$ cat src/rtl/muxkey_table.sv
// muxkey_table: small fully associative key -> data table with a
// valid/ready lookup channel and a one-deep registered result stage.
//
// Each entry holds a valid bit, a key and a data word. A lookup accepted on a
// clock edge is compared against the table contents as they were before that
// edge. The lowest matching valid index wins. A miss returns either
// default_out, sampled at acceptance, or zero, depending on HAS_DEFAULT.
//
// Optional feature: define MUXKEY_TABLE_MULTIHIT_EN to add the out_multihit
// output. It flags that two or more valid entries matched the looked-up key.
// Without the macro the port and its detection logic are absent.

module muxkey_table #(
    parameter int unsigned  NR_KEY      = 32'd4,
    parameter int unsigned  KEY_LEN     = 32'd2,
    parameter int unsigned  DATA_LEN    = 32'd8,
    parameter bit           HAS_DEFAULT = 1'b1,
    localparam int unsigned IDX_W       = (NR_KEY > 32'd1) ? $clog2(NR_KEY) : 32'd1
) (
    input  logic                clk,
    input  logic                rst,

    // table maintenance
    input  logic                wr_en,
    input  logic [IDX_W-1:0]    wr_idx,
    input  logic [KEY_LEN-1:0]  wr_key,
    input  logic [DATA_LEN-1:0] wr_data,
    input  logic                clr,
    input  logic [DATA_LEN-1:0] default_out,

    // lookup request channel
    input  logic                in_valid,
    output logic                in_ready,
    input  logic [KEY_LEN-1:0]  in_key,

    // lookup result channel
    output logic                out_valid,
    input  logic                out_ready,
    output logic [DATA_LEN-1:0] out_data,
    output logic                out_hit,
`ifdef MUXKEY_TABLE_MULTIHIT_EN
    output logic                out_multihit,
`endif
    output logic [IDX_W-1:0]    out_idx
);

    // ------------------------------------------------------------------
    // Table storage. Keys and data carry no reset; only the valid bits
    // decide whether an entry participates in a lookup.
    // ------------------------------------------------------------------
    logic [NR_KEY-1:0]   entry_valid_r;
    logic [KEY_LEN-1:0]  entry_key_r  [NR_KEY];
    logic [DATA_LEN-1:0] entry_data_r [NR_KEY];

    // write decode
    logic                wr_in_range_s;
    logic [NR_KEY-1:0]   wr_sel_s;

    // lookup datapath
    logic                accept_s;
    logic [NR_KEY-1:0]   match_s;
    logic                hit_s;
    logic [IDX_W-1:0]    hit_idx_s;
    logic [DATA_LEN-1:0] hit_data_s;
    logic [DATA_LEN-1:0] miss_data_s;
    logic [DATA_LEN-1:0] result_data_s;

    // result register
    logic                out_valid_r;
    logic                out_hit_r;
    logic [IDX_W-1:0]    out_idx_r;
    logic [DATA_LEN-1:0] out_data_r;

`ifdef MUXKEY_TABLE_MULTIHIT_EN
    logic                multihit_s;
    logic                out_multihit_r;
`endif

    // ------------------------------------------------------------------
    // Handshake. The result stage is one deep: a new request can enter
    // when the stage is empty or is being drained in the same cycle.
    // ------------------------------------------------------------------
    assign in_ready = !out_valid_r || out_ready;
    assign accept_s = in_valid && in_ready;

    // Decode the write strobe into a per-entry select, dropping out-of-range indices.
    always_comb begin
        wr_in_range_s = (32'(wr_idx) < NR_KEY);
        wr_sel_s      = '0;
        for (int i = 0; i < int'(NR_KEY); i++) begin
            if (wr_en && wr_in_range_s && (wr_idx == IDX_W'(i))) begin
                wr_sel_s[i] = 1'b1;
            end else begin
                wr_sel_s[i] = 1'b0;
            end
        end
    end

    // Load key and data of the addressed entry; reset blocks the write.
    always_ff @(posedge clk) begin
        for (int i = 0; i < int'(NR_KEY); i++) begin
            if (!rst && wr_sel_s[i]) begin
                entry_key_r[i]  <= wr_key;
                entry_data_r[i] <= wr_data;
            end else begin
                entry_key_r[i]  <= entry_key_r[i];
                entry_data_r[i] <= entry_data_r[i];
            end
        end
    end

    // Valid bits: reset and clr invalidate, and a same-cycle write wins over clr.
    always_ff @(posedge clk) begin
        if (rst) begin
            entry_valid_r <= '0;
        end else begin
            for (int i = 0; i < int'(NR_KEY); i++) begin
                if (wr_sel_s[i]) begin
                    entry_valid_r[i] <= 1'b1;
                end else if (clr) begin
                    entry_valid_r[i] <= 1'b0;
                end else begin
                    entry_valid_r[i] <= entry_valid_r[i];
                end
            end
        end
    end

    // Compare the request key against every valid entry using registered table state.
    always_comb begin
        match_s = '0;
        for (int i = 0; i < int'(NR_KEY); i++) begin
            if (entry_valid_r[i] && (entry_key_r[i] == in_key)) begin
                match_s[i] = 1'b1;
            end else begin
                match_s[i] = 1'b0;
            end
        end
    end

    // Priority select: walk upwards and keep the first (lowest) matching index.
    always_comb begin
        hit_s      = 1'b0;
        hit_idx_s  = '0;
        hit_data_s = '0;
        for (int i = 0; i < int'(NR_KEY); i++) begin
            if (match_s[i] && !hit_s) begin
                hit_s      = 1'b1;
                hit_idx_s  = IDX_W'(i);
                hit_data_s = entry_data_r[i];
            end else begin
                hit_s      = hit_s;
                hit_idx_s  = hit_idx_s;
                hit_data_s = hit_data_s;
            end
        end
    end

    // Choose the miss value and the final data word for the result register.
    always_comb begin
        if (HAS_DEFAULT) begin
            miss_data_s = default_out;
        end else begin
            miss_data_s = '0;
        end
        if (hit_s) begin
            result_data_s = hit_data_s;
        end else begin
            result_data_s = miss_data_s;
        end
    end

    // Result stage: load on acceptance, drain on out_ready, otherwise hold untouched.
    always_ff @(posedge clk) begin
        if (rst) begin
            out_valid_r <= 1'b0;
            out_hit_r   <= 1'b0;
            out_idx_r   <= '0;
            out_data_r  <= '0;
        end else if (accept_s) begin
            out_valid_r <= 1'b1;
            out_hit_r   <= hit_s;
            out_idx_r   <= hit_idx_s;
            out_data_r  <= result_data_s;
        end else if (out_ready) begin
            out_valid_r <= 1'b0;
            out_hit_r   <= out_hit_r;
            out_idx_r   <= out_idx_r;
            out_data_r  <= out_data_r;
        end else begin
            out_valid_r <= out_valid_r;
            out_hit_r   <= out_hit_r;
            out_idx_r   <= out_idx_r;
            out_data_r  <= out_data_r;
        end
    end

    assign out_valid = out_valid_r;
    assign out_hit   = out_hit_r;
    assign out_idx   = out_idx_r;
    assign out_data  = out_data_r;

`ifdef MUXKEY_TABLE_MULTIHIT_EN
    // Flag two or more matches: any match above the first match found.
    always_comb begin
        multihit_s = 1'b0;
        for (int i = 0; i < int'(NR_KEY); i++) begin
            if (match_s[i] && (IDX_W'(i) != hit_idx_s)) begin
                multihit_s = 1'b1;
            end else begin
                multihit_s = multihit_s;
            end
        end
    end

    // Register the multi-match flag alongside the rest of the result.
    always_ff @(posedge clk) begin
        if (rst) begin
            out_multihit_r <= 1'b0;
        end else if (accept_s) begin
            out_multihit_r <= multihit_s;
        end else begin
            out_multihit_r <= out_multihit_r;
        end
    end

    assign out_multihit = out_multihit_r;
`endif

endmodule

$ cat config.mk
export PLATFORM = sky130hd
export DESIGN_NAME = muxkey_table
export DESIGN_NICKNAME = d
export VERILOG_FILES = /design/src/rtl/muxkey_table.sv
export SDC_FILE = /design/constraint.sdc
export NUM_CORES = 1
export LEC_CHECK = 0
export ABC_AREA = 1
export BUFFER_PORTS_ARGS = -buffer_cell sky130_fd_sc_hd__buf_2
export CAP_MARGIN = 20
export CORE_ASPECT_RATIO = 0.7
export CORE_UTILIZATION = 39
export DETAILED_ROUTE_END_ITERATION = 10
export PLACE_DENSITY = 0.57
export SLEW_MARGIN = 10
export SYNTH_ARGS = -nofsm -noshare
export SYNTH_HDL_FRONTEND = slang
export SYNTH_SLANG_ARGS = --single-unit
$ cat constraint.sdc
create_clock -name clk -period 4.57 [get_ports clk]
set_clock_uncertainty 0.15 [all_clocks]
set_input_delay 0 -clock clk [delete_from_list [all_inputs] [get_ports clk]]
set_output_delay 0 -clock clk [all_outputs]
set_load 0.005 [all_outputs]
Word level (Yosys, flattened, before mapping)
Memory sizes are Yosys's and may differ from the RTL's.
Cells that the tools add are included.

storage, ports and cells
  word-level logic and storage cells = 100
  RAM bits = 40
  output and inout bits = 13
  register bits after elaboration = 16
  memories = 2
  input port bits = 28

operators by class
  reductions and logical operators = 28
  muxes and demuxes = 47
  equal/unequal tests = 7
  bitwise gates (word level) = 8

memories
  name          words  bits a word  read ports  clocked after memory_dff  write ports  RTL line  source
  entry_data_r  4      8            4           0                         4            53        logic [DATA_LEN-1:0] entry_data_r [NR_KEY];
  entry_key_r   4      2            4           0                         4            52        logic [KEY_LEN-1:0] entry_key_r [NR_KEY];

operators with widths
  cell                  count
  $mux W8               9
  $mux W1               32
  $logic_and A1 B1 Y1   16
  $mux W2               6
  $reduce_bool A2 Y1    5
  $eq A2 B2 Y1          4
  $or A1 B1 Y1          8
  $logic_not A1 Y1      5
  $eq A2 B2 Y1 const B  2
  $eq A2 B1 Y1 const B  1
  $logic_not A2 Y1      1
  $logic_or A1 B1 Y1    1

Longest topological paths before layout
An unclocked memory read counts as a cell.

  word-level depth = 15
  gate-level depth with buffers = 11
  depth with buffers taken out = 11

Worst setup path before layout
Ideal clock, no wire load.

  path type = input to register
  start = input rst
  end = memory entry_data_r[2][0] in the netlist's numbering, enable pin
  data arrival time = 0.971 ns
  stages = 2
  data required time = 4.028 ns
  path slack = 3.056 ns
  path buffers = 1
  library setup time = 0.392 ns
  path through = buf_4 -> nor3_1

RTL lines
  element             RTL line  source
  start: declaration  21        input logic rst,
  end: declaration    53

==> metrics.cfg <==
[worst_setup_path]
cp-end-kind = register
startpoint_type = register
worstSetupPathType = reg -> reg
critPathArrivalTime_ns = 2.57
cp.required_ns = 4.68
path_max_fanout = 18
crit_path_cell_trace = nand2_1, nand2_1, nand3_2, nand2_2, nor2_4, nand3_1, nand2_1, nand2_1, a21oi_2, dlygate4sd3_1
crit_top_cell = nand2_1
critPathMaxStageDelay_ns = 0.54
crit_slowest_cell = dlygate4sd3_1

[placement]
place_inst = 361
portBuffers = 40
post_dp_cell_area_mm2 = 0.002761
gp_congestion = 0.7970
hpwl_mm = 3.575

[timing]
rsz0062_at_grt = no
setup_tns_ns = 0
setup_viol = 0
relSlewSlack_pct = 32.79
period_share_pct = 53.85
final_hold_viol_count = 0
fin_crit_ns = 2.461
max_freq_mhz = 406.4
whs_ns = 0.07569
tightest_slew_ns = 1.004
slew_violations = 0

[grt]
antenna_found_initial = 0
grt_pass1_wl_mm = 8.956
grtUsageTotal_pct = 17.17
gr-total-overflow = 0
grt_pass1_vias = 1879
grt_max_degree = 22

[synthesis]
synth_cells = 249
syn_avg_cell_area_um2 = 10.12
yosysUniqueCellTypes = 31
syn-num-nets = 277
yosys_warnings = 0
ys_ff_latch = 56
yosysTopAreaCellShare_pct = 47.69
syn_area_mm2 = 0.002519
seq_area_frac_synth_pct = 60.41
synth.area.top_cells = edfxtp_1 (48%), dfxtp_1 (13%), nand2_1 (9.7%), inv_1 (4.3%), nand3_1 (3.8%)
yosysTopAreaCell = edfxtp_1

[detailed_routing]
viasPerCell = 4.677
wl_per_cell_um = 13.65
dr.pass1.iters = 8
drt-total-wl_mm = 5.541
ant_nets = 0
drc_errors = 6
drtIter0Drc = 98
num_vias = 1899

[floorplan]
design.die.area_mm2 = 0.006788
pin_count = 41
start_util_pct = 40.52
fp-row-count = 24
die_width_um = 98.05
die_h_um = 69.24
coreArea_mm2 = 0.006216

[final_layout]
layout_commonest_cell = nand2_1
fin_area_mm2 = 0.003214
fin_nets = 355
fin_cells = 406
diodes = 0
layout_common_cells = nand2_1 (65), edfxtp_1 (40), buf_2 (40)
area_delta_synth_final_pct = 27.62
layout-drive-gt1-share_pct = 23.17

[pwr]
finalPower_uw = 948.8
p_per_area_mw_per_mm2 = 295.2
p_leak_nw = 1.392
vdd_ir_drop_max_mv = 0.1494

[worst_hold_path]
hold_class = in -> reg

[clock_tree]
clock-sinks = 56
numCtsBuffers = 5
cts_buffer_depth = 2
clk_latency_ns = 0.31
cts_resized = 0
path_clk_slew_ns = 0.10
cts_root_buf = clkbuf_8
tritoncts = yes
h-tree-depth = 2

[run]
maxCapViolations = 0

[run_status]
violations = DRC
outcome = finished, violations left

==> per-layer routing <==
| metal | part of all wire, % | vias up | GRT usage, % |
|---|---|---|---|
| met5 | 0 | - | 0 |
| met4 | 0.40 | 0 | 2.862 |
| met3 | 5.1 | 4 | 5.040 |
| met2 | 45 | 48 | 26.21 |
| met1 | 49 | 871 | 24.59 |
| li1 | - | 976 | - |
==> synth_stat cells <==
cell and instances:
nand2_1 65, edfxtp_1 40, inv_1 29, nor2_1 23, nand3_1 19, dfxtp_1 16, a21oi_2 9, nand4_1 8
a21oi_1 6, nand2_2 4, buf_6 3, nor2_4 3, clkbuf_1 2, inv_2 2, nand3_2 2, nand3_4 2
o21ai_0 2, a21boi_1 1, a31o_2 1, a31oi_1 1, buf_4 1, clkbuf_8 1, clkinv_1 1, clkinv_8 1
nand2_4 1, nand3b_1 1, nand4_4 1, nor3_1 1, o211ai_1 1, o21ai_2 1, or2_0 1
==> cells by family (layout without fill, tap and decap cells) <==
kind of cell	count (synthesis)	in the layout	share of synthesized area, %
simple gates	131	131	25.43
flops	56	56	60.41
compound gates	22	22	6.260
buf+inv	40	119	7.899
==> final cells by class <==
type	instances	area (µm²)
fillers	589	3002
well taps	78	97.59
inverters	33	136.4
flip-flops and latches	56	1521
multi-input cells	153	798.3
clock inverters	2	12.51
repair buffers	78	575.6
clock buffers	6	72.57
==> where the power goes <==
part,internal [mW],switching (mW)
clock network,0.108,0.160
logic,0.0520,0.0575
registers,0.564,0.00831
total,0.723,0.225
==> sequential cells by signal, summed over array words and instances, names as in the netlist <==
name,count
entry_valid_r,4
out_idx,2
out_valid,1
entry_key_r,8
entry_data_r,32
out_hit,1
out_data,8
==> critical path: cells and delay by family, from the launching register on <==
| family | cells | cell delay (ns) |
|---|---|---|
| AND/OR/NAND/NOR | 8 | 1.19 |
| flip-flops | 1 | 0.39 |
| AO/OA/AOI/OAI | 1 | 0.14 |
| buffers and inverters | 1 | 0.54 |
==> worst paths after layout <==
| kind | depth (start not counted) | endpoint | slack (ns) | from |
|---|---|---|---|---|
| setup / recovery | 10 | out_data[0] | 2.11 | entry_key_r[0][1] |
| hold / removal | 3 | entry_data_r[2][0] | 0.08 | wr_idx[0] |
| setup reg to reg | 10 | out_data[0] | 2.11 | entry_key_r[0][1] |
| hold reg to reg | 2 | out_hit | 0.36 | out_hit |
==> metrics by stage <==
stage / setup WS (ns) / util (%)
floorplan: 3.056 / -
global placement: 2.685 / 44.42
detailed placement: 2.684 / 44.42
CTS: 2.127 / 51.59
global route: 1.929 / 51.71
finish: 2.109 / 51.71
==> repair_timing <==
item | in CTS | in global routing
buffers inserted | 0 | 0
hold buffers | 36 | 0
endpoints found under the hold margin | 53 | 0
Note: power is estimated with default switching activity, not from simulation.
